**config.mk**
```make
export PLATFORM = sky130hd
export DESIGN_NAME = muldiv_unit
export DESIGN_NICKNAME = d
export VERILOG_FILES = /design/src/rtl/muldiv_unit.sv
export SDC_FILE = /design/constraint.sdc
export NUM_CORES = 1
export LEC_CHECK = 0
export ABC_CLOCK_PERIOD_IN_PS = 6870
export CAP_MARGIN = 10
export CORE_ASPECT_RATIO = 1.25
export CORE_UTILIZATION = 50
export CTS_BUF_LIST = sky130_fd_sc_hd__clkbuf_4
export DETAILED_ROUTE_END_ITERATION = 10
export PLACE_DENSITY = 0.72
export REMOVE_ABC_BUFFERS = 1
export SETUP_SLACK_MARGIN = 0.3
export SYNTH_ARGS = -nofsm -noshare
export SYNTH_HDL_FRONTEND = slang
export SYNTH_SLANG_ARGS = --single-unit
export TNS_END_PERCENT = 50
```
**constraint.sdc**
```tcl
create_clock -name clk -period 6.87 [get_ports clk]
set_clock_uncertainty 0.2 [all_clocks]
set_input_delay 1.0305 -clock clk [delete_from_list [all_inputs] [get_ports clk]]
set_output_delay 1.0305 -clock clk [all_outputs]
set_load 0.05 [all_outputs]
```
**src/rtl/muldiv_unit.sv**
```systemverilog
// muldiv_unit: multi-cycle RV32M multiply/divide execute unit.
// Runs one bit per cycle: shift-add multiply, restoring divide. The result is
// registered, and the pipe stalls on busy.
// Ports:
//   clk, rst (synchronous, active-low), flush (kills any in-flight op)
//   req_valid/req_ready, funct3, a, b  : request handshake and operands
//   busy                               : high in CALC and DONE
//   resp_valid, resp_data              : one-cycle result pulse; data holds after
// Optional feature: define MULDIV_FAST_ZERO_EN to skip CALC when b==0 (any op)
// or a==0 (mul ops). The result then arrives one cycle after accept.
module muldiv_unit #(
  parameter int unsigned WIDTH = 32
) (
  input  logic             clk,
  input  logic             rst,
  input  logic             flush,
  input  logic             req_valid,
  output logic             req_ready,
  input  logic [2:0]       funct3,
  input  logic [WIDTH-1:0] a,
  input  logic [WIDTH-1:0] b,
  output logic             busy,
  output logic             resp_valid,
  output logic [WIDTH-1:0] resp_data
);

  localparam int unsigned CW = (WIDTH > 1) ? $clog2(WIDTH) : 1;
  localparam int unsigned W2 = 2 * WIDTH;
  localparam logic [CW-1:0] CNT_LAST = CW'(WIDTH - 1);

  typedef enum logic [1:0] {S_IDLE, S_CALC, S_DONE} state_e;

  state_e           state_q, state_d;
  logic [CW-1:0]    cnt_q, cnt_d;
  logic [2:0]       op_q, op_d;
  logic [WIDTH-1:0] md_q, md_d;        // multiplicand or divisor magnitude
  logic [WIDTH-1:0] hi_q, hi_d;        // product high half / partial remainder
  logic [WIDTH-1:0] lo_q, lo_d;        // multiplier -> product low / dividend -> quotient
  logic             neg_q, neg_d;      // negate product or quotient
  logic             neg_r_q, neg_r_d;  // negate remainder (dividend sign)
  logic             div0_q, div0_d;
  logic [WIDTH-1:0] result_q, result_d;
  logic [WIDTH-1:0] resp_data_q, resp_data_d;

  logic             accept;
  logic             a_signed, b_signed, a_neg, b_neg;
  logic [WIDTH-1:0] a_mag, b_mag;
  logic [WIDTH:0]   mul_sum;
  logic [WIDTH:0]   div_shift;
  logic [WIDTH+1:0] div_diff;
  logic [W2-1:0]    prod;
  logic [WIDTH-1:0] quo, rem, fin;
  logic             unused_div_bit;

  assign req_ready  = (state_q == S_IDLE) & ~flush;
  assign busy       = (state_q != S_IDLE);
  assign resp_valid = (state_q == S_DONE) & ~flush;
  // A flushed DONE cycle shows the previous response, not the new result.
  assign resp_data  = resp_valid ? result_q : resp_data_q;
  assign accept     = req_valid & req_ready;

  // The top bit of a non-borrowing difference is always zero.
  assign unused_div_bit = div_diff[WIDTH];

  // Operand signedness and magnitudes for the incoming request.
  always_comb begin
    a_signed = (funct3 == 3'd1) | (funct3 == 3'd2) | (funct3 == 3'd4) | (funct3 == 3'd6);
    b_signed = (funct3 == 3'd1) | (funct3 == 3'd4) | (funct3 == 3'd6);
    a_neg    = a_signed & a[WIDTH-1];
    b_neg    = b_signed & b[WIDTH-1];
    a_mag    = a_neg ? (~a + WIDTH'(1)) : a;
    b_mag    = b_neg ? (~b + WIDTH'(1)) : b;
  end

  // Next-state and datapath iteration.
  always_comb begin
    state_d     = state_q;
    cnt_d       = cnt_q;
    op_d        = op_q;
    md_d        = md_q;
    hi_d        = hi_q;
    lo_d        = lo_q;
    neg_d       = neg_q;
    neg_r_d     = neg_r_q;
    div0_d      = div0_q;
    result_d    = result_q;
    resp_data_d = resp_data_q;

    mul_sum   = {1'b0, hi_q} + (lo_q[0] ? {1'b0, md_q} : {(WIDTH+1){1'b0}});
    div_shift = {hi_q, lo_q[WIDTH-1]};
    div_diff  = {1'b0, div_shift} - {2'b00, md_q};

    case (state_q)
      S_IDLE: begin
        if (accept) begin
          state_d = S_CALC;
          cnt_d   = '0;
          op_d    = funct3;
          md_d    = funct3[2] ? b_mag : a_mag;
          hi_d    = '0;
          lo_d    = funct3[2] ? a_mag : b_mag;
          neg_d   = a_neg ^ b_neg;
          neg_r_d = a_neg;
          div0_d  = (b == '0);
`ifdef MULDIV_FAST_ZERO_EN
          if ((b == '0) || (!funct3[2] && (a == '0))) begin
            state_d  = S_DONE;
            result_d = funct3[2] ? (funct3[1] ? a : '1) : '0;
          end
`endif
        end
      end
      S_CALC: begin
        if (op_q[2]) begin
          // Restoring divide: keep the difference only when it did not borrow.
          if (!div_diff[WIDTH+1]) begin
            hi_d = div_diff[WIDTH-1:0];
            lo_d = {lo_q[WIDTH-2:0], 1'b1};
          end else begin
            hi_d = div_shift[WIDTH-1:0];
            lo_d = {lo_q[WIDTH-2:0], 1'b0};
          end
        end else begin
          hi_d = mul_sum[WIDTH:1];
          lo_d = {mul_sum[0], lo_q[WIDTH-1:1]};
        end
        if (cnt_q == CNT_LAST) begin
          state_d  = S_DONE;
          cnt_d    = '0;
          result_d = fin;
        end else begin
          cnt_d = cnt_q + CW'(1);
        end
      end
      S_DONE: begin
        state_d = S_IDLE;
        if (resp_valid) resp_data_d = result_q;
      end
      default: state_d = S_IDLE;
    endcase

    if (flush) begin
      state_d = S_IDLE;
      cnt_d   = '0;
    end
  end

  // Sign fix-up and result selection from the final iteration's values.
  always_comb begin
    prod = {hi_d, lo_d};
    if (neg_q) prod = ~prod + W2'(1);
    quo = neg_q ? (~lo_d + WIDTH'(1)) : lo_d;
    if (div0_q) quo = '1;
    rem = neg_r_q ? (~hi_d + WIDTH'(1)) : hi_d;
    case (op_q)
      3'd0:              fin = prod[WIDTH-1:0];
      3'd1, 3'd2, 3'd3:  fin = prod[W2-1:WIDTH];
      3'd4, 3'd5:        fin = quo;
      default:           fin = rem;
    endcase
  end

  // State and datapath registers.
  always_ff @(posedge clk) begin
    if (!rst) begin
      state_q     <= S_IDLE;
      cnt_q       <= '0;
      op_q        <= '0;
      md_q        <= '0;
      hi_q        <= '0;
      lo_q        <= '0;
      neg_q       <= 1'b0;
      neg_r_q     <= 1'b0;
      div0_q      <= 1'b0;
      result_q    <= '0;
      resp_data_q <= '0;
    end else begin
      state_q     <= state_d;
      cnt_q       <= cnt_d;
      op_q        <= op_d;
      md_q        <= md_d;
      hi_q        <= hi_d;
      lo_q        <= lo_d;
      neg_q       <= neg_d;
      neg_r_q     <= neg_r_d;
      div0_q      <= div0_d;
      result_q    <= result_d;
      resp_data_q <= resp_data_d;
    end
  end

endmodule
```
==> impl_results.md, run 1 <==
* Status: complete, no violations
* Worst-margin pin slew at 1110 ps
* Final slew viol count at 0
* Distinct cell type count after synthesis at 91
* Row count at 74
* Area contributors post-synth: dfxtp_1 (21%), a21oi_1 (5.7%), nand2_1 (5.5%)
* Max_slew headroom at 25.7%
* Syn Std Cell Area at 16,800 µm²
* CTS clk-pin slew, worst paths at 170 ps
* Worst Setup Start Kind: register
* Vias at 18.8k
* Final #Nets at 2,538
* Slowest cell on crit path: or4_1
* Die height at 207 µm
* Post-synth top cells: nand2_1 (248), a21oi_1 (193), nor2_1 (186)
* Final Hold Fails at 0
* Final Total Pwr at 2.66 mW
* Worst EP required at 7190 ps
* Critical path peak fanout at 12
* PortBufs at 105
* Number of global-route vias before repair at 18.0k
* Count leader, synth: nand2_1
* Total GRT Usage at 39.3%
* Min Tclk post-route at 6190 ps
* CP dominant cell by count: buf_4
* Die Wd at 166 µm
* Core area at 32,900 µm²
* Synth Warn # at 0
* First-pass GRT wire length at 104 mm
* Worst hold-check path type: reg2reg
* DR WL/cell at 24.4 µm
* Routability congestion estimate at 1.01
* Clock tree buffer depth at 2
* Detailed placement HPWL at 54.3 mm
* Worst Slack Setup Final at 679 ps
* Vias per std cell at 6.65
* Top-level I/O count at 106
* Number of synthesized flops with an enable pin at 0
* LEAKAGE at 7.45 nW
* Synth-to-Final Area Change at 12.7%
* NetSw at 1.07 mW
* Flops & latches, synth at 173
* Post-Route WL at 68.9 mm
* Skew-Pair Late Insertion Delay at 680 ps
* Hold_ws at 285 ps
* Ys async rst share at 0%
* Detailed-router iteration count before antenna repair at 9
* Worst path max stage delay at 560 ps
* Post-synth top flop: dfxtp_1
* Fraction of layout cells with a size suffix above 1 at 10.3%
* Worst-path cell chain: inv_1 > ha_1 > a21oi_1 > o21ai_0 > a221o_1 > o21ai_4 > nand2_1 > buf_4 > nor2_1 > o31ai_1 > buf_4 > or4_1 > nor4_1 > buf_4 > nand3_1 > or4_1 > o21ai_0 > xor2_1 > a221oi_1
* Root buffer cell: clkbuf_4
* RSZ-0062 raised after global routing: false
* Flop pwr share at 40.1%
* Largest net degree at the start of global routing at 83
* Max_cap viols at 0
* Die area at 34,400 µm²
* Crit Path Category: reg2reg
* Syn_area_per_cell at 7.27 µm²
* Initial Utilization at 51.1%
* Placement Cell Area at 18,600 µm²
* Cell area after layout at 19,000 µm²
* Tcrit/Tclk final at 90.1%
* Setup Buffers After CTS at 0
* Cell Pwr Density at 140 nW/µm²
* Clock network power share at 24.3%
* CP Capture Type: register
* Cts repair resizes at 0
* Post-synth top area cell: dfxtp_1
* CTS tree: built
* Final ANT Viol Nets at 0
* Data arrival, critical path at 6510 ps
* Share of the synthesized area in the top cell type at 20.6%
* Comb power frac at 35.6%
* Post-Synthesis Cells at 2,312
* Final setup vio count at 0
* Fmax at 0.162 GHz
* Initial antenna violation count at 4
* Switching share of power at 40.4%
* CTS hold repair buffers at 0
* Max VDD drop at 0.000117 V
* DRC at 0
* Grt ovf at 0
* Depth of the CTS H-tree at 4
* Number of DRC markers in iteration 0 at 1,834
* Dpl ws at 325 ps
* TritonCTS Buffers at 17
* CTS sink count at 173
* Register area share after synthesis at 20.6%
* Internal at 1.58 mW
[power by group through the flow]
stage,Clock (mW),Sequential (mW),Combinational (mW)
2_1_floorplan,0,1.08,0.546
3_3_place_gp,0,1.08,0.903
3_5_place_dp,0,1.08,0.912
4_1_cts,0.644,1.06,0.917
5_1_grt,0.684,1.07,1.01
6_report,0.645,1.07,0.946
[worst max-delay path: cells and delay by family, from the launching register on]
kind            cells  cell delay [ps]
flops               1              410
fa+ha+maj           1              370
xor+xnor            1              250
buf+inv             4              710
simple gates        6             2110
compound gates      7             2000
[per-stage QoR]
| step | instances | setup TNS [ps] | util [%] |
|---|---|---|---|
| finish | 2827 | 0 | 57.7 |
| floorplan | 2165 | -24250 | - |
| detailed placement | 2793 | 0 | 56.7 |
| global route | 2827 | 0 | 57.7 |
| CTS | 2825 | 0 | 57.6 |
| global placement | 2793 | 0 | 56.7 |
[cells by family after synthesis]
kind of cell,Yosys count,share of synthesized area (%)
buffers and inverters,220,5.07
multiplexers,89,5.69
AO/OA/AOI/OAI,747,29.2
flip-flops,173,20.6
AND/OR/NAND/NOR,836,24.8
XOR/XNOR,175,9.12
adder cells (fa/ha/maj),72,5.45
[state kept, by name, indices dropped and copies added, names as in the netlist]
name and count:
md_q 32, result_q 32, neg_q 1, state_q 2, cnt_q 5, resp_data_q 32, lo_q 32, div0_q 1
hi_q 32, neg_r_q 1, op_q 3
[cell type report]
type / instances / area (µm²)
Inverter: 73 / 274
Clock inverter: 15 / 178
Multi-Input combinational cell: 1919 / 12500
Tap cell: 418 / 523
Fill cell: 3194 / 13900
Clock buffer: 17 / 128
Timing Repair Buffer: 211 / 1830
Antenna cell: 1 / 2.50
Sequential cell: 173 / 3470
[path summary, 6_finish.rpt]
path	start	to	slack [ps]	cells past startpoint
worst max-delay path	md_q[6]$_SDFFE_PN0P_	result_q[31]$_SDFFE_PN0P_	680	19
worst min-delay path	div0_q$_SDFFE_PN0P_	div0_q$_SDFFE_PN0P_	280	2
worst max register to register	md_q[6]$_SDFFE_PN0P_	result_q[31]$_SDFFE_PN0P_	680	19
worst min register to register	div0_q$_SDFFE_PN0P_	div0_q$_SDFFE_PN0P_	280	2
[placed cells by master, fill, tap and decap left out, types with 71 or more instances in the layout]
| cell | count |
|---|---|
| dfxtp_1 | 171 |
| clkdlybuf4s50_1 | 103 |
| nor2_1 | 185 |
| and2_1 | 98 |
| nand2_1 | 248 |
| buf_4 | 105 |
| xnor2_1 | 105 |
| a21oi_1 | 192 |
| o21ai_0 | 176 |
| inv_1 | 71 |
[per-layer routing]
| layer | GRT usage, % | wire length, µm |
|---|---|---|
| met1 | 43.5 | 25900 |
| met2 | 67.0 | 32200 |
| met3 | 4.89 | 4320 |
| met4 | 33.6 | 6480 |
| met5 | 0 | 31 |
Power figures use the tool's default switching activity.
==> run 2, diff against run 1 <==
REMOVE_ABC_BUFFERS = unset   (was 1)
==> run 2 against run 1 <==
Critical path depth shrank 1. Sequential share of layout area is essentially flat. Combinational power grew 5.1%. Hold slack lost 24 ps. Cell count is essentially flat. Utilization is essentially flat. Setup slack lost 150 ps. Global-route usage grew 3.0 points. Clock power shrank 1%. Sequential cell count is the same. Sequential power is essentially flat. Largest cell class unchanged.
==> impl_results.md, run 2 (synthesized netlist as in run 1, its figures left out) <==
* Post-Layout Cell Count at 2,828
* Final ANT Viol Nets at 0
* Worst path max stage delay at 960 ps
* CTS hold repair buffers at 0
* Delay-heaviest family, CP: simple AND/OR/NAND/NOR gates
* Final #Nets at 2,539
* Total GRT Usage at 42.3%
* Seq. cell area at 3470 µm²
* RR Startpoint: md_q[19]$_SDFFE_PN0P_
* Cell Pwr Density at 142 nW/µm²
* Skew-Pair Late Insertion Delay at 660 ps
* Fillers at 3,159
* First-pass GRT wire length at 111 mm
* Die area at 34,400 µm²
* Number of DRC markers in iteration 0 at 2,311
* Grt ovf at 0
* Most common cell after layout, fill and taps aside: nand2_1
* Commonest cells after routing, fill and taps aside: nand2_1 (248), a21oi_1 (192), nor2_1 (185), o21ai_0 (176), dfxtp_1 (171)
* Vias per std cell at 6.83
* Detailed placement HPWL at 57.1 mm
* Cts repair resizes at 0
* PortBufs at 105
* CTS sink count at 173
* Initial antenna violation count at 3
* Row count at 74
* Setup Buffers After CTS at 0
* Top-level I/O count at 106
* Max_cap viols at 0
* Critical path peak fanout at 15
* Tcrit/Tclk final at 92.2%
* Min-delay src: result_q[3]$_SDFFE_PN0P_
* Slowest cell on crit path: nor4_1
* Status: complete, no violations
* Placed Cells at 2,795
* Buf/Inv on CP at 4
* Core area at 32,900 µm²
* Depth of the CTS H-tree at 4
* R2r setup slk at 530 ps
* TritonCTS Buffers at 17
* CP Capture Type: register
* Worst-path cell chain: inv_1 > ha_1 > nand4_1 > nor4_1 > o21ai_2 > buf_4 > a31o_2 > o221ai_1 > buf_4 > nand3_1 > or3b_2 > nor4_1 > buf_4 > nand3_1 > or4_1 > o21ai_0 > xor2_1 > a221oi_1
* Worst-margin pin slew at 1110 ps
* Routability congestion estimate at 1.11
* Data arrival, critical path at 6680 ps
* Worst EP required at 7210 ps
* Root buffer cell: clkbuf_4
* Worst hold-check path type: reg2reg
* CP Launch Point: md_q[19]$_SDFFE_PN0P_
* Final setup vio count at 0
* Clock tree buffer depth at 2
* Post-Route WL at 73.8 mm
* Multi-input logic area at 12,500 µm²
* Initial Utilization at 51.1%
* Number of global-route vias before repair at 18.5k
* Max_slew headroom at 25.5%
* Worst Setup Start Kind: register
* Vias at 19.3k
* Total nets after synthesis at 2,455
* Final Hold Fails at 0
* Crit Path Category: reg2reg
* Fraction of layout cells with a size suffix above 1 at 10.3%
* Hold_ws at 260 ps
* Final slew viol count at 0
* Largest net degree at the start of global routing at 72
* Die Wd at 166 µm
* CP dominant cell by count: buf_4
* LEAKAGE at 7.46 nW
* Die height at 207 µm
* RSZ-0062 raised after global routing: false
* CTS clk-pin slew, worst paths at 170 ps
* Setup TNS at 0 ps
* Detailed-router iteration count before antenna repair at 6
* CTS tree: built
* DRC at 0
* Max VDD drop at 0.000148 V
* DR WL/cell at 26.1 µm
* Fmax at 0.158 GHz
* Synth-to-Final Area Change at 12.8%
* Min Tclk post-route at 6340 ps
run 2: worst paths after layout:
check                                                  to  depth (start not counted)
worst max-delay path            result_q[31]$_SDFFE_PN0P_                         18
worst min-delay path             result_q[3]$_SDFFE_PN0P_                          2
worst max register to register  result_q[31]$_SDFFE_PN0P_                         18
worst min register to register   result_q[3]$_SDFFE_PN0P_                          2
run 2: area by class of cell:
cell class | count | area share [%]
Inverter | 73 | 1.45
Sequential cell | 173 | 18.3
Clock buffer | 17 | 0.673
Clock inverter | 15 | 0.937
Tap cell | 418 | 2.76
Timing Repair Buffer | 212 | 9.73
Antenna cell | 1 | 0.0132
Multi-Input combinational cell | 1919 | 66.2
run 2: metal layers:
metal	routed length, µm	track usage (%)	up-vias
li1	-	-	8691
met1	26400	46.7	9152
met2	34400	71.2	1117
met3	6180	7.53	356
met4	6790	34.8	4
met5	30	0	-
run 2: metrics by stage:
step / setup WS (ps) / power [mW] / instance area [µm²] / utilization (%)
CTS: 700 / 2.66 / 19000 / 57.7
global route: 419 / 2.80 / 19000 / 57.7
finish: 533 / 2.70 / 19000 / 57.7
global placement: 562 / 2.03 / 18700 / 56.7
detailed placement: 465 / 2.04 / 18700 / 56.7
floorplan: 1460 / 1.65 / 16800 / -
run 2: where the power goes:
part / internal [mW] / total, mW / switching, mW
logic: 0.351 / 0.994 / 0.643
clock network: 0.199 / 0.637 / 0.438
registers: 1.03 / 1.06 / 0.0337
run 2: worst reg2reg max path, delay by kind of cell, from the launching register on:
| family | cells | cell delay, ps |
|---|---|---|
| flops | 1 | 430 |
| simple gates | 7 | 3100 |
| fa+ha+maj | 1 | 460 |
| xor+xnor | 1 | 240 |
| compound gates | 5 | 1060 |
| buf+inv | 4 | 750 |
